<file path="src/rtl/rle_packet_sender_pkg.sv">
// Shared types and constants for the RLE packet sender: FSM encoding,
// header word layouts, legal packet sizes and the CPU bus width.
package rle_packet_sender_pkg;

  localparam int WORD_WIDTH   = 32;
  localparam int PS_FIELD_W   = 6;
  localparam int ROWS_FIELD_W = 16;

  localparam logic [PS_FIELD_W-1:0] PSIZE_4  = 6'd4;
  localparam logic [PS_FIELD_W-1:0] PSIZE_8  = 6'd8;
  localparam logic [PS_FIELD_W-1:0] PSIZE_16 = 6'd16;
  localparam logic [PS_FIELD_W-1:0] PSIZE_32 = 6'd32;

  typedef enum logic [3:0] {
    ST_IDLE,
    ST_HDR_PS,
    ST_HDR_ROWS,
    ST_FETCH,
    ST_WAIT_DATA,
    ST_SCAN,
    ST_ROW_END,
    ST_FLUSH,
    ST_DONE
  } state_t;

  function automatic logic psize_legal(input logic [PS_FIELD_W-1:0] ps);
    return (ps == PSIZE_4) || (ps == PSIZE_8) || (ps == PSIZE_16) || (ps == PSIZE_32);
  endfunction

  function automatic logic [WORD_WIDTH-1:0] hdr_ps_word(input logic [PS_FIELD_W-1:0] ps);
    return {{(WORD_WIDTH-PS_FIELD_W){1'b0}}, ps};
  endfunction

  function automatic logic [WORD_WIDTH-1:0] hdr_rows_word(input logic [ROWS_FIELD_W-1:0] rows);
    return {{(WORD_WIDTH-ROWS_FIELD_W){1'b0}}, rows};
  endfunction

endpackage

</file>
<file path="src/rtl/rle_packet_sender_packer.sv">
// Packs right-aligned P-bit packets MSB-first into 32-bit words through an
// assembly register feeding a single output register (double buffered).
module rle_word_packer
  import rle_packet_sender_pkg::*;
(
  input  logic                  clk,
  input  logic                  rst_n,
  input  logic [5:0]            psize,
  input  logic [WORD_WIDTH-1:0] pkt,
  input  logic                  pkt_valid,
  input  logic [WORD_WIDTH-1:0] word,
  input  logic                  word_valid,
  input  logic                  flush,
  input  logic                  next_word,
  output logic [WORD_WIDTH-1:0] bus,
  output logic                  bus_valid,
  output logic                  ready,
  output logic                  empty
);

  logic [WORD_WIDTH-1:0] asm_word, asm_word_n, base_word, pkt_aligned;
  logic [5:0]            fill, fill_n, base_fill;
  logic                  asm_full, asm_full_n, load;

  // The output register takes the assembled word when it is free or being
  // consumed this very cycle, so the freed assembly slot can accept at once.
  assign load        = asm_full && (!bus_valid || next_word);
  assign ready       = !asm_full || load;
  assign empty       = !asm_full && (fill == '0) && !bus_valid;
  assign pkt_aligned = pkt << (6'(WORD_WIDTH) - psize);

  always_comb begin
    base_word  = load ? '0 : asm_word;
    base_fill  = load ? '0 : fill;
    asm_word_n = base_word;
    fill_n     = base_fill;
    asm_full_n = load ? 1'b0 : asm_full;
    if (word_valid) begin
      asm_word_n = word;
      asm_full_n = 1'b1;
    end else if (pkt_valid) begin
      asm_word_n = base_word | (pkt_aligned >> base_fill);
      fill_n     = base_fill + psize;
      asm_full_n = (fill_n == 6'(WORD_WIDTH));
    end else if (flush && !asm_full_n && (base_fill != '0)) begin
      asm_full_n = 1'b1;
    end
  end

  always_ff @(posedge clk or negedge rst_n) begin
    if (!rst_n) begin
      asm_word  <= '0;
      fill      <= '0;
      asm_full  <= 1'b0;
      bus       <= '0;
      bus_valid <= 1'b0;
    end else begin
      asm_word <= asm_word_n;
      fill     <= fill_n;
      asm_full <= asm_full_n;
      if (load) begin
        bus       <= asm_word;
        bus_valid <= 1'b1;
      end else if (next_word) begin
        bus_valid <= 1'b0;
      end
    end
  end

endmodule

</file>
<file path="src/rtl/rle_packet_sender.sv">
// Reads rows of 64-bit elements from RAM, run-length encodes each row into
// P-bit packets and streams them as 32-bit words after two header words.
module rle_packet_sender
  import rle_packet_sender_pkg::*;
#(
  parameter int ADDRESS_WIDTH = 13,
  parameter int DATA_WIDTH    = 64
) (
  input  logic                     CLK,
  input  logic                     RST,
  input  logic                     Send_Enable,
  input  logic [5:0]               Packet_Size,
  input  logic [15:0]              Rows_Num,
  input  logic [11:0]              Elements_Per_Row,
  input  logic [ADDRESS_WIDTH-1:0] Base_Address,
  output logic [ADDRESS_WIDTH-1:0] RAM_Address,
  output logic                     RAM_Read,
  input  logic [DATA_WIDTH-1:0]    RAM_Data,
  input  logic                     Next_Word,
  output logic [WORD_WIDTH-1:0]    CPU_Bus,
  output logic                     Bus_Valid,
  output logic                     Done_Sending
);

  localparam int BIT_W = $clog2(DATA_WIDTH);

  state_t                  state, state_n;
  logic [ADDRESS_WIDTH-1:0] addr_off;
  logic [DATA_WIDTH-1:0]   elem;
  logic [BIT_W-1:0]        bit_idx;
  logic [11:0]             elem_cnt;
  logic [15:0]             row_cnt;
  logic [31:0]             run_cnt, max_run, pkt_len;
  logic                    run_val, first_val, row_start, pend_zero, tail_zero, pkts_seen;
  logic                    cur_bit, last_bit, last_elem, last_row;
  logic                    pkt_valid, pkt_marker, word_valid, flush, split;
  logic [WORD_WIDTH-1:0]   word_data, pkt;
  logic                    ready, empty;

  assign RAM_Address  = Base_Address + addr_off;
  assign RAM_Read     = (state == ST_FETCH);
  assign Done_Sending = (state == ST_DONE);

  assign cur_bit   = elem[DATA_WIDTH-1];
  assign last_bit  = (bit_idx == '0);
  assign last_elem = (elem_cnt == Elements_Per_Row - 12'd1);
  assign last_row  = (row_cnt == Rows_Num - 16'd1);
  assign max_run   = (32'd1 << (Packet_Size - 6'd1)) - 32'd1;
  assign pkt       = (WORD_WIDTH'(pkt_marker) << (Packet_Size - 6'd1)) | pkt_len;

  always_ff @(posedge CLK or negedge RST) begin
    if (!RST) state <= ST_IDLE;
    else      state <= state_n;
  end

  // A run reaching the field maximum with the same bit still pending is split:
  // emit max now, a zero-length packet next, and consume the bit afterwards.
  always_comb begin
    state_n    = state;
    pkt_valid  = 1'b0;
    pkt_marker = 1'b0;
    pkt_len    = '0;
    word_valid = 1'b0;
    word_data  = '0;
    flush      = 1'b0;
    split      = 1'b0;
    case (state)
      ST_IDLE: if (Send_Enable && psize_legal(Packet_Size)) state_n = ST_HDR_PS;
      ST_HDR_PS: if (ready) begin
        word_valid = 1'b1;
        word_data  = hdr_ps_word(Packet_Size);
        state_n    = ST_HDR_ROWS;
      end
      ST_HDR_ROWS: if (ready) begin
        word_valid = 1'b1;
        word_data  = hdr_rows_word(Rows_Num);
        state_n    = ST_FETCH;
      end
      ST_FETCH:     state_n = ST_WAIT_DATA;
      ST_WAIT_DATA: state_n = ST_SCAN;
      ST_SCAN: if (ready) begin
        pkt_marker = first_val;
        if (pend_zero) begin
          pkt_valid = 1'b1;
        end else if (!row_start && (cur_bit == run_val) && (run_cnt == max_run)) begin
          split     = 1'b1;
          pkt_valid = 1'b1;
          pkt_len   = run_cnt;
        end else begin
          if (!row_start && (cur_bit != run_val)) begin
            pkt_valid = 1'b1;
            pkt_len   = run_cnt;
          end
          if (last_bit) state_n = last_elem ? ST_ROW_END : ST_FETCH;
        end
      end
      ST_ROW_END: if (ready) begin
        pkt_valid = 1'b1;
        if (tail_zero) begin
          pkt_marker = ~first_val;
        end else begin
          pkt_len    = run_cnt;
          pkt_marker = pkts_seen ? ~first_val : first_val;
        end
        if (tail_zero || pkts_seen) state_n = last_row ? ST_FLUSH : ST_FETCH;
      end
      ST_FLUSH: begin
        if (empty) state_n = ST_DONE;
        else       flush   = 1'b1;
      end
      ST_DONE: state_n = ST_DONE;
      default: state_n = ST_IDLE;
    endcase
  end

  always_ff @(posedge CLK or negedge RST) begin
    if (!RST) begin
      addr_off  <= '0;
      elem      <= '0;
      bit_idx   <= '0;
      elem_cnt  <= '0;
      row_cnt   <= '0;
      run_cnt   <= '0;
      run_val   <= 1'b0;
      first_val <= 1'b0;
      row_start <= 1'b0;
      pend_zero <= 1'b0;
      tail_zero <= 1'b0;
      pkts_seen <= 1'b0;
    end else begin
      case (state)
        ST_IDLE: begin
          addr_off  <= '0;
          elem_cnt  <= '0;
          row_cnt   <= '0;
          run_cnt   <= '0;
          run_val   <= 1'b0;
          first_val <= 1'b0;
          row_start <= 1'b1;
          pend_zero <= 1'b0;
          tail_zero <= 1'b0;
          pkts_seen <= 1'b0;
        end
        ST_WAIT_DATA: begin
          elem     <= RAM_Data;
          bit_idx  <= BIT_W'(DATA_WIDTH - 1);
          addr_off <= addr_off + ADDRESS_WIDTH'(1);
        end
        ST_SCAN: if (ready) begin
          if (pend_zero) begin
            pend_zero <= 1'b0;
            run_cnt   <= '0;
          end else if (split) begin
            pend_zero <= 1'b1;
          end else begin
            elem    <= elem << 1;
            bit_idx <= bit_idx - BIT_W'(1);
            if (row_start || (cur_bit != run_val)) begin
              run_val <= cur_bit;
              run_cnt <= 32'd1;
            end else begin
              run_cnt <= run_cnt + 32'd1;
            end
            if (row_start) begin
              first_val <= cur_bit;
              row_start <= 1'b0;
            end
            if (last_bit) elem_cnt <= elem_cnt + 12'd1;
          end
          if (pkt_valid) pkts_seen <= 1'b1;
        end
        ST_ROW_END: if (ready) begin
          if (tail_zero || pkts_seen) begin
            tail_zero <= 1'b0;
            pkts_seen <= 1'b0;
            row_start <= 1'b1;
            row_cnt   <= row_cnt + 16'd1;
            elem_cnt  <= '0;
          end else begin
            tail_zero <= 1'b1;
            pkts_seen <= 1'b1;
          end
        end
        default: ;
      endcase
    end
  end

  rle_word_packer u_packer (
    .clk        (CLK),
    .rst_n      (RST),
    .psize      (Packet_Size),
    .pkt        (pkt),
    .pkt_valid  (pkt_valid),
    .word       (word_data),
    .word_valid (word_valid),
    .flush      (flush),
    .next_word  (Next_Word),
    .bus        (CPU_Bus),
    .bus_valid  (Bus_Valid),
    .ready      (ready),
    .empty      (empty)
  );

endmodule

</file>
<file path="config.mk">
export PLATFORM = sky130hd
export DESIGN_NAME = rle_packet_sender
export DESIGN_NICKNAME = d
export VERILOG_FILES = /design/src/rtl/rle_packet_sender_pkg.sv /design/src/rtl/rle_packet_sender_packer.sv /design/src/rtl/rle_packet_sender.sv
export SDC_FILE = /design/constraint.sdc
export NUM_CORES = 1
export LEC_CHECK = 0
export CAP_MARGIN = 20
export CORE_UTILIZATION = 45
export DETAILED_ROUTE_END_ITERATION = 10
export PLACE_DENSITY = 0.64
export SYNTH_ARGS = -nofsm -noshare
export SYNTH_HDL_FRONTEND = slang
export SYNTH_HIERARCHICAL = 1
export SYNTH_SLANG_ARGS = --single-unit
</file>
<file path="constraint.sdc">
create_clock -name CLK -period 14.7 [get_ports CLK]
set_input_delay 2.205 -clock CLK [delete_from_list [all_inputs] [get_ports CLK]]
set_output_delay 2.205 -clock CLK [all_outputs]
set_load 0.005 [all_outputs]
</file>
==> run metrics <==
Synth cell types=113; Async SR Flop Fraction=1.000; crit path time final=11.36 ns; register clock-pin slew on the reported worst setup and hold paths=approximately 0.060 ns; final std cells w/o fill=around 3300; worst r2r src=run_cnt[2]; placed instance count=3210; final setup violating endpoints=0; Mapped Avg Cell Area=7.977 um^2; P per Cell Area=136.5 nW/um^2; leak pwr=9.640 nW; count of input and output buffers=162; Final Hold Slack=0.4699 ns; mux contribution to synthesized area=0.1265; Die Area=about 47000 um^2; antenna violations before repair=0; RSZ-0062 raised after global routing=no; Final Cycle Share=0.7730; Top FF cell, synth=dfrtp_1; DRT Pass-1 Iters=8; # DRC=0; post-cts hold buffer count=0; Hold Violations, Final=0; clk buf depth=3; Max FO, Critical Path=62; pre-CTS setup slack=3.111 ns; vias=20620; CTS Buf Count=28; Post-synth EDFFs=0; PnR worst setup slack=3.337 ns; MaxCap Viol Count=0; xor/xnor share of the synthesized area=0.04431; GRT Total Usage=0.3056; number of top-level pins=roughly 160; status=finished, final reports clean; post-DP HPWL=53930 um; root buf cell=clkbuf_16; Cell Area, Synth=20560 um^2; Slew @ Worst Pin=1.037 ns; Nets=2801; Crit Path Class=in2reg; HP Class=reg2reg; core area=44610 um^2; final weighted congestion in routability-driven placement=0.9954; post-synthesis simple-gate area fraction=0.2486; WL/cell=approximately 22 um; Synth Area in Adders=0.02264; setup bufs post-CTS=0; clk_skew=0.03457 ns; first-pass GRT wire length=113800 um; final max-slew violation count=0; crit end category=flip-flop; TNS Setup=0 ns; via density per instance=6.318; Layout area overhead=14.26%; Synth Area in Compound Gates=0.2285; Placement Rows=77; register area share after synthesis=0.2739; Rel. slew slack=0.3087; Iter 0 DRT Violations=just under 2000; Hold Startpoint=u_packer/asm_word[21]; number of fill cells=approximately 4300; Post-Syn Instances=between 2000 and 3000; worst path arrival time=11.85 ns; critical path required time=15.19 ns; later-pin clock latency in the skew report=~0.57 ns; hold depth=2; CTS tree=built; final wirelength=72690 um; Diodes inserted=0; reg2reg path depth=21; RR Endpoint=u_packer/asm_word[19]; Startpoint Class=primary input; maximum vdd drop=0.0001112 V; reg2reg setup slack=approximately 7.5 ns; maximum operating frequency=0.08800 GHz; Synthesis Warnings=6; gr ovfl total=0; remaining antenna violation count=0; clock sinks=225; fraction of layout cells with a size suffix above 1=0.1071; Die Ht=215.7 um; Gates resized, CTS repair=0; flops & latches, synth=225; CTS HTree Levels=1; largest net degree at the start of global routing=115; vias in the first global route=19700; starting density of the core=0.4609; Die X=215.7 um; endpoint of the worst hold path=u_packer/bus[21]; main combinational cell family by area after synthesis=simple AND/OR/NAND/NOR gates
-- power by group --
part	leakage, nW	total, mW	switching (mW)	internal [mW]
registers	2.89	0.966	0.150	0.815
logic	6.26	1.50	0.862	0.635
clock network	0.483	0.743	0.291	0.453
total	9.64	3.21	1.30	1.90
-- critical path, stage by stage --
cell       delay, ns
buf_2           0.08
buf_4           0.64
inv_1           0.28
ha_1            0.41
ha_1            0.24
buf_4           0.22
or4_1           0.62
nor2_1          0.51
a31oi_2         0.23
a221oi_4        0.58
a211oi_1        0.16
a2111oi_1       0.53
o2111ai_1       0.19
or4_4           0.48
o21ai_1         0.34
a22o_1          0.90
o2bb2ai_1       0.31
nor3b_1         0.57
nand3_1         0.17
a21o_1          0.25
a21bo_2         0.23
a2bb2o_1        0.28
o21ai_0         0.13
a21oi_1         0.35
o22ai_1         0.18
a2111oi_0       0.56
a211o_1         0.16
-- sequential cells by signal (all words and copies together), names as in the netlist, 4 cells and up --
signal             flops
state                  4
elem                  64
u_packer/fill          6
u_packer/asm_word     32
u_packer/bus          32
bit_idx                6
addr_off              13
elem_cnt              12
row_cnt               16
run_cnt               32
-- placed cells by master, fill, tap and decap left out, drive strengths merged, types with 25 or more instances in the layout --
master	count
inv	82
mux2	100
nor2	195
nand2b	25
o22ai	37
a221oi	28
mux4	28
a211oi	43
dfrtp	225
and3	39
o2bb2ai	33
nand2	511
nor3	68
mux2i	67
nor4	25
clkbuf	38
buf	40
o21ai	142
o31ai	25
ha	34
xnor2	66
nand3	86
a21oi	109
xor2	35
clkdlybuf4s50	159
-- per-stage QoR --
stage / utilization / instance area, um^2 / power [mW]
final: 0.5266 / 23490 / 3.206
after global routing: 0.5266 / 23490 / 3.406
after floorplan: - / 20610 / 1.986
after global placement: 0.5036 / 22460 / 2.429
after detailed placement: 0.5036 / 22460 / 2.454
after CTS: 0.5259 / 23460 / 3.213
-- cell families (layout without fill, tap and decap cells) --
logic type / count (synthesis) / after routing
mux: 195 / 195
xor+xnor: 101 / 101
flops: 225 / 225
simple gates: 1101 / 1101
compound gates: 665 / 665
other cells: 1 / 16
buf+inv: 253 / 332
fa+ha+maj: 36 / 36
-- routing by layer --
metal	vias up	GRT usage	part of all wire
met4	0	0.1151	0.035
met5	-	0	0
li1	9583	-	-
met3	154	0.03989	0.066
met2	844	0.5038	0.47
met1	10040	0.4072	0.43
-- area by class of cell --
class	count	area, um^2	area share
inverters	82	307.8	0.01310
multi-input cells	2114	13910	0.5920
clock inverters	13	195.2	0.008310
well taps	592	740.7	0.03153
flip-flops and latches	225	5630	0.2397
repair buffers	199	1911	0.08134
clock buffers	38	798.3	0.03398
-- how the worst max path moves through the flow --
| stage | from | end | cells past startpoint |
|---|---|---|---|
| global route | Packet_Size[0] | u_packer/asm_word[19] | 27 |
| global placement | Packet_Size[0] | u_packer/asm_word[19] | 27 |
| floorplan | Packet_Size[0] | u_packer/asm_word[4] | 30 |
| finish | Packet_Size[0] | u_packer/asm_word[19] | 27 |
| detailed placement | Packet_Size[0] | u_packer/asm_word[18] | 27 |
| CTS | Packet_Size[0] | u_packer/asm_word[19] | 27 |
-- cells in the mapped netlist, types with 27 or more instances --
| master | count | area [um^2] |
|---|---|---|
| a211oi_1 | 43 | 322.8 |
| a21oi_1 | 109 | 545.5 |
| and3_1 | 39 | 244.0 |
| buf_2 | 27 | 135.1 |
| clkbuf_1 | 108 | 405.4 |
| dfrtp_1 | 225 | 5630 |
| ha_1 | 34 | 425.4 |
| inv_1 | 78 | 292.8 |
| mux2_2 | 57 | 641.9 |
| mux2_4 | 42 | 630.6 |
| mux2i_1 | 67 | 670.6 |
| nand2_1 | 510 | 1914 |
| nand3_1 | 86 | 430.4 |
| nor2_1 | 192 | 720.7 |
| nor3_1 | 66 | 330.3 |
| o21ai_0 | 129 | 645.6 |
| o22ai_1 | 37 | 231.5 |
| o2bb2ai_1 | 32 | 280.3 |
| xnor2_1 | 65 | 569.3 |
| xor2_1 | 34 | 297.8 |
No activity file was read; power rests on OpenSTA's default activity.
